$ cat src/rtl/mul_control.sv
// Sequencer for a 32-cycle shift-add multiplier: latches the operands,
// drives the product stage and supplies the 33-bit partial-sum adder.
module mul_control (
  input  logic        clk,
  input  logic        rst,
  input  logic        start,
  input  logic [31:0] Multiplicand,
  input  logic [31:0] Multiplier,
  input  logic [31:0] Hi,
  input  logic        Prod_lsb,
  output logic        run,
  output logic [31:0] Mul,
  output logic [32:0] ALU_result,
  output logic        busy,
  output logic        ready,
  output logic [5:0]  cnt
);

  typedef enum logic [1:0] {
    IDLE = 2'd0,
    LOAD = 2'd1,
    RUN  = 2'd2,
    DONE = 2'd3
  } state_t;

  state_t      state_q, state_d;
  logic [31:0] mcand_q, mcand_d;
  logic [31:0] mul_q, mul_d;
  logic [5:0]  cnt_q, cnt_d;

  always_ff @(posedge clk or negedge rst) begin
    if (!rst) begin
      state_q <= IDLE;
      mcand_q <= '0;
      mul_q   <= '0;
      cnt_q   <= '0;
    end else begin
      state_q <= state_d;
      mcand_q <= mcand_d;
      mul_q   <= mul_d;
      cnt_q   <= cnt_d;
    end
  end

  always_comb begin
    state_d = state_q;
    mcand_d = mcand_q;
    mul_d   = mul_q;
    cnt_d   = cnt_q;
    unique case (state_q)
      IDLE: begin
        if (start) begin
          state_d = LOAD;
          mcand_d = Multiplicand;
          mul_d   = Multiplier;
          cnt_d   = '0;
        end
      end
      LOAD: state_d = RUN;
      RUN: begin
        cnt_d = cnt_q + 6'd1;
        if (cnt_q == 6'd31) state_d = DONE;
      end
      DONE: state_d = IDLE;
      default: state_d = IDLE;
    endcase
  end

  always_comb begin
    run   = (state_q == LOAD) || (state_q == RUN);
    busy  = run;
    ready = (state_q == DONE);
    Mul   = mul_q;
    cnt   = cnt_q;
    // carry-out lands in bit 32 for the shift into the product register
    ALU_result = {1'b0, Hi}
               + (Prod_lsb ? {1'b0, mcand_q} : 33'd0);
  end

endmodule

$ cat config.mk
export PLATFORM = sky130hd
export DESIGN_NAME = mul_control
export DESIGN_NICKNAME = d
export VERILOG_FILES = /design/src/rtl/mul_control.sv
export SDC_FILE = /design/constraint.sdc
export NUM_CORES = 1
export LEC_CHECK = 0
export CORE_MARGIN = 2
export CORE_UTILIZATION = 30
export DETAILED_ROUTE_END_ITERATION = 10
export PLACE_DENSITY = 0.63
export SYNTH_ARGS = -nofsm -noshare
export SYNTH_HDL_FRONTEND = slang
export SYNTH_SLANG_ARGS = --single-unit
$ cat constraint.sdc
create_clock -name clk -period 5.2 [get_ports clk]
set_input_delay 1.56 -clock clk [delete_from_list [all_inputs] [get_ports clk]]
set_output_delay 1.56 -clock clk [all_outputs]
set_load 0.02 [all_outputs]
==> results.yml <==
timing:
  fin_ws_ns: -0.255
  finClkSkew_ns: 0.00639
  relSlewSlack_pct: 36.4
  tns_ns: -3.54
  setup_viol: 22
  rsz0062_at_grt: "yes"
  maxSlewViolCount: 0
  fin_crit_sh_pct: 105
  final_hold_viol_count: 0
  worst_slew_pin_slew_ns: 0.954
  fin_crit_ns: 5.46
  fmax_mhz: 183
routing:
  vias: 4666
  wl_per_cell_um: 16.1
  routed_wl_um: 15500
  drc_errors: 0
  dr.pass1.iters: 4
  dr.first_iter.drc_count: 229
  ant_nets: 0
  viasPerCell: 4.83
cts:
  clk_transition_reported_paths_ns: 0.06
  clk_latency_ns: 0.34
  cts_hold_buf: 0
  clk_path_buf_depth: 2
  cts_inserted_buffers: 9
  cts_tree: "built"
  ctsHtreeMaxLevel: 3
  cts_root_buffer: "clkbuf_16"
  cts_sinks: 72
worst_setup_path:
  crit_path_end: "ALU_result[14]"
  worstPathArrival_ns: 3.90
  cp_slowest_stage_delay_ns: 0.34
  cp_max_fo: 7
  rrSetupSlack_ns: 2.88
  critPathCaptureType: "output pin"
  crit_top_cell: "buf_12"
  required_ns: 3.64
  cp_slowest_cell: "fa_2"
  crit_family: "compound AO/OA/AOI/OAI gates"
  crit_buf_inv: 3
  crit_type: "in2out"
  crit_cells: 13
  r2r_end: "Mul[27]"
  crit_start: "Prod_lsb"
  rr_startpoint: "state_q[0]"
  start_kind: "input port"
  reg2reg_depth: 5
  path_cells: "buf_12, buf_12, and2_4, ha_4, fa_2, a21o_1, a221oi_4, a21oi_4, nand2b_4, o21bai_4, a21oi_2, xnor2_2, buf_4"
global_routing:
  grt_max_degree: 73
  grt_usage_pct: 17.9
  grt_pass1_vias: 4942
  grt_pass1_wl_um: 23700
  overflow: 0
  antenna_found_initial: 4
synthesis:
  synth_ff_type: "dfrtp_1"
  syn-num-nets: 609
  synth.distinct_cells: 50
  synth-seq-cells: 72
  synth_edf_count: 0
  yosysWarnings: 0
  synthesis.area_um2: 4800
  yosysSeqAreaShare_pct: 37.6
  avgSynthCellArea_um2: 10.2
  postSynth.asyncResetShare_pct: 100
  syn_inst: 472
place:
  port_buffers: 173
  place_congestion: 0.919
  place_ws_ns: -1.34
  dp_hpwl_um: 11300
layout:
  register_area_um2: 1800
  fillers: 1351
  syn2layout_area_growth_pct: 78.9
  multi_input_area_um2: 3530
  drive_above_1_share_pct: 41.8
  final_nets: 881
status:
  outcome: "finished, violations left"
  failed_checks: "setup timing"
floorplan:
  io_pins: 174
  die_y_um: 130
  dieArea_um2: 17000
  core_area_um2: 15800
  start_util_pct: 30.4
  die_w_um: 130
  rows: 46
worst_hold_path:
  worstHoldPathType: "reg2reg"
run:
  cap_viol_max_count: 0
power:
  p_leak_uw: 0.00373
  powerDensity_nw_per_um2: 558
  total_power_uw: 4780
  irDropWorstVdd_mv: 0.288
## per-stage QoR
stage	cell area (um^2)	utilization, %	hold slack, ns	std cells
after floorplan	4920	-	0.471	472
after global placement	7520	47.7	0.481	931
after detailed placement	7520	47.7	0.486	931
after CTS	8310	52.7	0.500	960
after global routing	8580	54.4	0.507	966
final	8580	54.4	0.498	967
## kinds of logic after synthesis
kind of cell	synth area share [%]
buffers and inverters	2.71
AOI/OAI and AO/OA	16.4
xor gates and xnor gates	5.66
muxes	15.4
DFF	37.6
and+or+nand+nor	12.4
adders and majority gates	9.81
## how the worst min path moves through the flow
| stage | startpoint | endpoint | cells after the start |
|---|---|---|---|
| 3_3_place_gp | mcand_q[24] | mcand_q[24] | 1 |
| 6_report | mcand_q[28] | mcand_q[28] | 1 |
| 5_1_grt | mcand_q[21] | mcand_q[21] | 1 |
| 3_5_place_dp | mcand_q[23] | mcand_q[23] | 1 |
| 4_1_cts | mcand_q[28] | mcand_q[28] | 1 |
| 2_1_floorplan | mcand_q[3] | mcand_q[3] | 1 |
## metal layers
metal	track usage [%]	vias up	wire length, um
li1	-	2249	-
met1	19.2	2241	6060
met2	32.7	145	7940
met4	7.45	4	305
met3	5.86	27	1220
met5	0	-	28
## worst register-to-register path: cells and delay by family, from the launching register on
family / cells / cell delay [ns]
buffers and inverters: 2 / 0.68
adder cells (fa/ha/maj): 1 / 0.30
flip-flops: 1 / 0.37
multiplexers: 1 / 0.43
AND/OR/NAND/NOR: 1 / 0.42
## cell usage after synthesis (5+ instances only)
cell type / count / share of area [%]
o211ai_1: 6 / 0.94
nor2_1: 24 / 1.9
mux2_2: 64 / 15
a21oi_1: 42 / 4.4
nand2_1: 24 / 1.9
clkbuf_1: 18 / 1.4
nand4_1: 9 / 1.2
o21a_1: 8 / 1.3
dfrtp_1: 72 / 38
xor2_1: 13 / 2.4
inv_1: 8 / 0.63
a31oi_1: 5 / 0.65
ha_1: 36 / 9.4
xnor2_1: 18 / 3.3
and2_1: 35 / 4.6
nand3_1: 8 / 0.83
a21o_1: 13 / 2.0
o21ai_0: 18 / 1.9
## flip-flops by register name (all words and copies together) (netlist names)
register,count
state_q,2
Mul,32
mcand_q,32
cnt,6
## where the power goes
group          total (uW)  switching, uW  internal [uW]
clock                 685            260            425
combinational        3110           1470           1640
sequential            988            149            839
## cell usage in the layout (no fill, tap or decap), drive strengths merged, types with 2 or more instances in the layout
cell	count
o21ai	19
a21boi	3
o21a	8
dlymetal6s2s	4
a31o	2
o21bai	4
nand2b	4
clkinvlp	2
a21o	15
diode	2
o211ai	7
a21oi	43
ha	36
clkdlybuf4s50	134
a31oi	5
inv	11
bufinv	2
xnor2	18
clkbuf	9
dlygate4sd2	7
nor3b	3
nand3	8
mux2i	2
dfrtp	72
mux2	64
nor2	24
nor3	2
nand2	24
a2111oi	2
buf	137
xor2	13
and2	35
nand4	9
a211oi	3
## timing repair
item / 4_1_cts / 5_1_grt
cloned: 2 / 0
buffers inserted: 11 / 6
hold endpoints to repair: 0 / 0
gates resized for setup: 212 / 45
pin swaps: 39 / 35
setup endpoints to repair: 32 / 26
## layout make-up
type	instances	area share, %
inverter	8	0.350
antenna	2	0.0583
multi-input combinational	369	41.1
timing repair buffer	284	30.5
tap	216	3.15
clock inverter	7	1.18
sequential	72	21.0
clock buffer	9	2.63
(Power assumes the default switching activity.)
==> variant 1, RTL diff (same settings) <==
The 4 states of `state_t` get a one-hot encoding in 4 bits.
--- a/src/rtl/mul_control.sv
+++ b/src/rtl/mul_control.sv
@@ -16,11 +16,11 @@
   output logic [5:0]  cnt
 );
 
-  typedef enum logic [1:0] {
-    IDLE = 2'd0,
-    LOAD = 2'd1,
-    RUN  = 2'd2,
-    DONE = 2'd3
+  typedef enum logic [3:0] {
+    IDLE = 4'b0001,
+    LOAD = 4'b0010,
+    RUN  = 4'b0100,
+    DONE = 4'b1000
   } state_t;
 
   state_t      state_q, state_d;
Formal check against the unedited RTL: no difference found for any inputs over 4 cycles, from zero or initial values and one cycle with rst low; so few cycles prove little.
==> variant 1 against the unedited design <==
Sequential cell count up 2; worst setup slack worse by 17 ps; largest power group unchanged; count of clock-buffer cells in the layout up 7; total power down 2.5%; cell area up 0.28%; core utilization up 0.55 points; synthesized area down 0.94%; critical endpoint is now ALU_result[31]; the flow still finishes with violations (setup timing); non-clock buffer count up 7; fmax down 0.30%; register-to-register slack better by 210 ps; wire length up 2.1%; sequential share of layout area up 0.54 points.
==> variant 1: results (changes against the unedited design) <==
finalSetupTns_ps: -1910  # was -3540 ps
ctsResizeCount: 177  # was 212
grt_max_degree: 75  # was 73
antenna_found_initial: 0  # was 4
gp_congestion: 0.911  # was 0.919
synth_nets: 586  # was 609
fill_cells: 1348  # was 1351
cpPeakStageDelay_ps: 400  # was 340 ps
nets: 870  # was 881
grt_usage_pct: 16.7  # was 17.9%
layout_setup_ws_ps: -272  # was -255 ps
power.share.clock_pct: 12.3  # was 14.3%
grt_pass1_vias: 4597  # was 4942
synth.area.top_cells: "dfrtp_1 (38%), mux2_2 (15%), ha_1 (8.7%), and2_1 (4.9%), a21oi_1 (3.5%)"  # was dfrtp_1 (38%), mux2_2 (15%), ha_1 (9.4%), and2_1 (4.6%), a21oi_1 (4.4%)
grt_pass1_wl_mm: 22.4  # was 23.7 mm
worstMarginPinSlew_ps: 932  # was 954 ps
n_antenna_cell: 0  # was 2
fin_skew_ps: 3.45  # was 6.39 ps
synth_cell_type_count: 56  # was 50
drive_gt1_share_pct: 43.2  # was 41.8%
postCtsSetupBuffers: 8  # was 11
insertion_delay_ps: 320  # was 340 ps
status: "finished, violations left"  # unchanged
critical_path.top_delay_family: "simple AND/OR/NAND/NOR gates"  # was compound AO/OA/AOI/OAI gates
seq-power_mw: 0.998  # was 0.988 mW
setup_viol: 15  # was 22
yosysSeqAreaShare_pct: 39.0  # was 37.6%
failed_checks: "setup timing"  # unchanged
crit_slowest_cell: "or3_4"  # was fa_2
dp.final_hpwl_mm: 11.3  # about the same
detail_route.wl_per_cell_um: 16.6  # was 16.1 um
dpl_worst_slack_ps: -1100  # was -1340 ps
vias_per_cell: 4.88  # was 4.83
p_int_mw: 2.85  # was 2.91 mW
==> variant 1: cells by family (layout without fill, tap and decap cells) <==
logic type      after synthesis  in the layout  share of synthesized area [%]
buf+inv                      20            309                           2.00
xor+xnor                     29             29                           5.35
flops                        74             74                           39.0
fa+ha+maj                    34             34                           9.11
simple gates                115            115                           13.1
mux                          64             64                           15.2
compound gates              116            116                           16.3
==> variant 1: per-layer routing <==
layer / track usage (%) / wire [um] / up-vias
li1: - / - / 2231
met1: 20.7 / 6380 / 2269
met2: 29.2 / 8310 / 139
met3: 3.03 / 741 / 34
met4: 6.01 / 434 / 0
met5: 0 / 0 / -
==> variant 1: path summary, 6_finish.rpt <==
check                           slack [ps]                 endpoint               startpoint
worst max-delay path                  -270           ALU_result[31]                 Prod_lsb
worst min-delay path                   500  mcand_q[19]$_DFFE_PN0P_  mcand_q[19]$_DFFE_PN0P_
worst max register to register        3090       cnt[2]$_DFFE_PN0P_   state_q[0]$_DFFE_PN1P_
worst min register to register         500  mcand_q[19]$_DFFE_PN0P_  mcand_q[19]$_DFFE_PN0P_
max in group asynchronous             3210  mcand_q[18]$_DFFE_PN0P_                      rst
min in group asynchronous             1340       cnt[3]$_DFFE_PN0P_                      rst
==> variant 1: cell type report <==
class / instances / area, um2 / share of cell area, %
multi-input cells: 358 / 3530 / 41.0
inverters: 2 / 7.51 / 0.0873
flip-flops and latches: 74 / 1850 / 21.5
clock buffers: 16 / 282 / 3.27
well taps: 216 / 270 / 3.14
repair buffers: 291 / 2660 / 30.9
==> variant 1: metrics by stage <==
stage	total power, mW	cells	hold WS [ps]
after floorplan	2.44	452	473
after global placement	3.63	919	486
after detailed placement	3.68	919	490
after CTS	4.35	943	502
after global routing	4.93	957	514
final	4.67	957	496
==> variant 2, RTL diff (same settings) <==
Made on the original files. Make the reset (`rst`) synchronous in one clocked block.
--- a/src/rtl/mul_control.sv
+++ b/src/rtl/mul_control.sv
@@ -28,7 +28,7 @@
   logic [31:0] mul_q, mul_d;
   logic [5:0]  cnt_q, cnt_d;
 
-  always_ff @(posedge clk or negedge rst) begin
+  always_ff @(posedge clk) begin
     if (!rst) begin
       state_q <= IDLE;
       mcand_q <= '0;
Behaviour: differs if rst is asserted again (counterexample within 4 cycles, from zero or initial values and one cycle with rst low); with rst held inactive, the same outputs for 4 cycles.
==> variant 2 against the unedited design <==
The flow still finishes with violations (setup timing); synthesized cell count grew 32%; fmax shrank 2.6%; wire length grew 3.4%; synthesized area shrank 0.10%; cell area grew 1.2%; sequential cell count is the same; worst setup slack lost 150 ps; register-to-register slack gained 190 ps; highest routed layer unchanged.
Power is not compared: it rests on default switching activity, and its combinational part moved more than twofold at a synthesized area within 25%.
==> variant 2: results (changes against the unedited design) <==
wl_met3_um: 962  # was 1.22 mm
drt_iter0_drc: 262  # was 229
cp_max_fo: 4  # was 7
reg2reg_to: "mcand_q[18]$_SDFFE_PN0P_"  # was Mul[27]$_DFFE_PN0P_
ys_async_sr_fraction_pct: 0  # was 100%
dpl_worst_slack_ps: -1340  # about the same
grt_usage_pct: 18.3  # was 17.9%
n_antenna_cell: 0  # was 2
setup_viol: 22  # unchanged
wl_met2_mm: 7.79  # was 7.94 mm
synth.area.top_cells: "dfxtp_1 (30%), nand2_1 (12%), a21boi_0 (10%), ha_1 (9.4%), and2_1 (4.6%)"  # was dfrtp_1 (38%), mux2_2 (15%), ha_1 (9.4%), and2_1 (4.6%), a21oi_1 (4.4%)
yosysSeqAreaShare_pct: 30.1  # was 37.6%
hold-worst-slack_ps: 460  # was 498 ps
use_met1_pct: 22.1  # was 19.2%
whs_endpoint: "mcand_q[14]$_SDFFE_PN0P_"  # was mcand_q[28]$_DFFE_PN0P_
synth_cell_type_count: 56  # was 50
fin_skew_ps: 4.77  # was 6.39 ps
place_area_mm2: 0.00763  # was 0.00752 mm2
cts_buffers: 9  # unchanged
fill_cells: 1487  # was 1351
status: "finished, violations left"  # unchanged
cts-root-buf: "clkbuf_16"  # unchanged
syn_inst: 623  # was 472
vias_per_cell: 4.67  # was 4.83
gp_congestion: 0.889  # was 0.919
yosys-top-cells-count: "nand2_1 (159), dfxtp_1 (72), a21boi_0 (65), ha_1 (36), and2_1 (35)"  # was dfrtp_1 (72), mux2_2 (64), a21oi_1 (42), ha_1 (36), and2_1 (35)
grt_pass1_vias: 5106  # was 4942
antenna_found_initial: 2  # was 4
grt_pass1_wl_mm: 24.5  # was 23.7 mm
crit_end: "ALU_result[32]"  # was ALU_result[14]
wirelength_mm: 16.1  # was 15.5 mm
grtUsageMet2_pct: 31.9  # was 32.7%
rrSetupSlack_ps: 3070  # was 2880 ps
m1WireLength_mm: 7.05  # was 6.06 mm
reg2regPathDepth: 6  # was 5
grt_max_degree: 72  # was 73
gr-usage-met3_pct: 5.13  # was 5.86%
whs_path_depth: 2  # was 1
regArea_mm2: 0.00144  # was 0.00180 mm2
worstMarginPinSlew_ps: 1090  # was 954 ps
failed_checks: "setup timing"  # unchanged
layout_setup_ws_ps: -401  # was -255 ps
fin_cells: 1128  # was 967
drive_gt1_share_pct: 31.1  # was 41.8%
reg2reg_from: "state_q[0]$_SDFFE_PN0P_"  # was state_q[0]$_DFFE_PN0P_
dp.final_hpwl_mm: 11.7  # was 11.3 mm
finalSetupTns_ps: -4560  # was -3540 ps
nets: 1045  # was 881
## variant 2: final cells by class
class	count	area share, %
Multi-Input combinational cell	502	44.2
Sequential cell	72	16.6
Clock inverter	6	0.980
Timing Repair Buffer	314	32.1
Clock buffer	9	2.59
Inverter	9	0.418
Tap cell	216	3.11
## variant 2: cells by family after synthesis
group	Yosys count	share of synthesized area, %
buffers and inverters	49	3.92
AO/OA/AOI/OAI	177	26.7
AND/OR/NAND/NOR	257	23.7
multiplexers	2	0.418
adder cells (fa/ha/maj)	37	9.82
XOR/XNOR	29	5.30
flip-flops	72	30.1
## variant 2: worst max-delay path, stage by stage
cell and delay [ps]:
buf_8 100, and2_4 130, ha_4 150, fa_2 330
a21o_1 200, a221o_2 390, a21oi_4 220, nand4bb_4 190
nand3_4 90, a221oi_4 300, buf_4 170, o21ai_2 50
buf_6 130
## variant 2: repair_timing
item	in CTS	in global routing
setup buffers	15	12
endpoints found under the setup margin	31	27
pin swaps	39	32
resized for setup	216	54
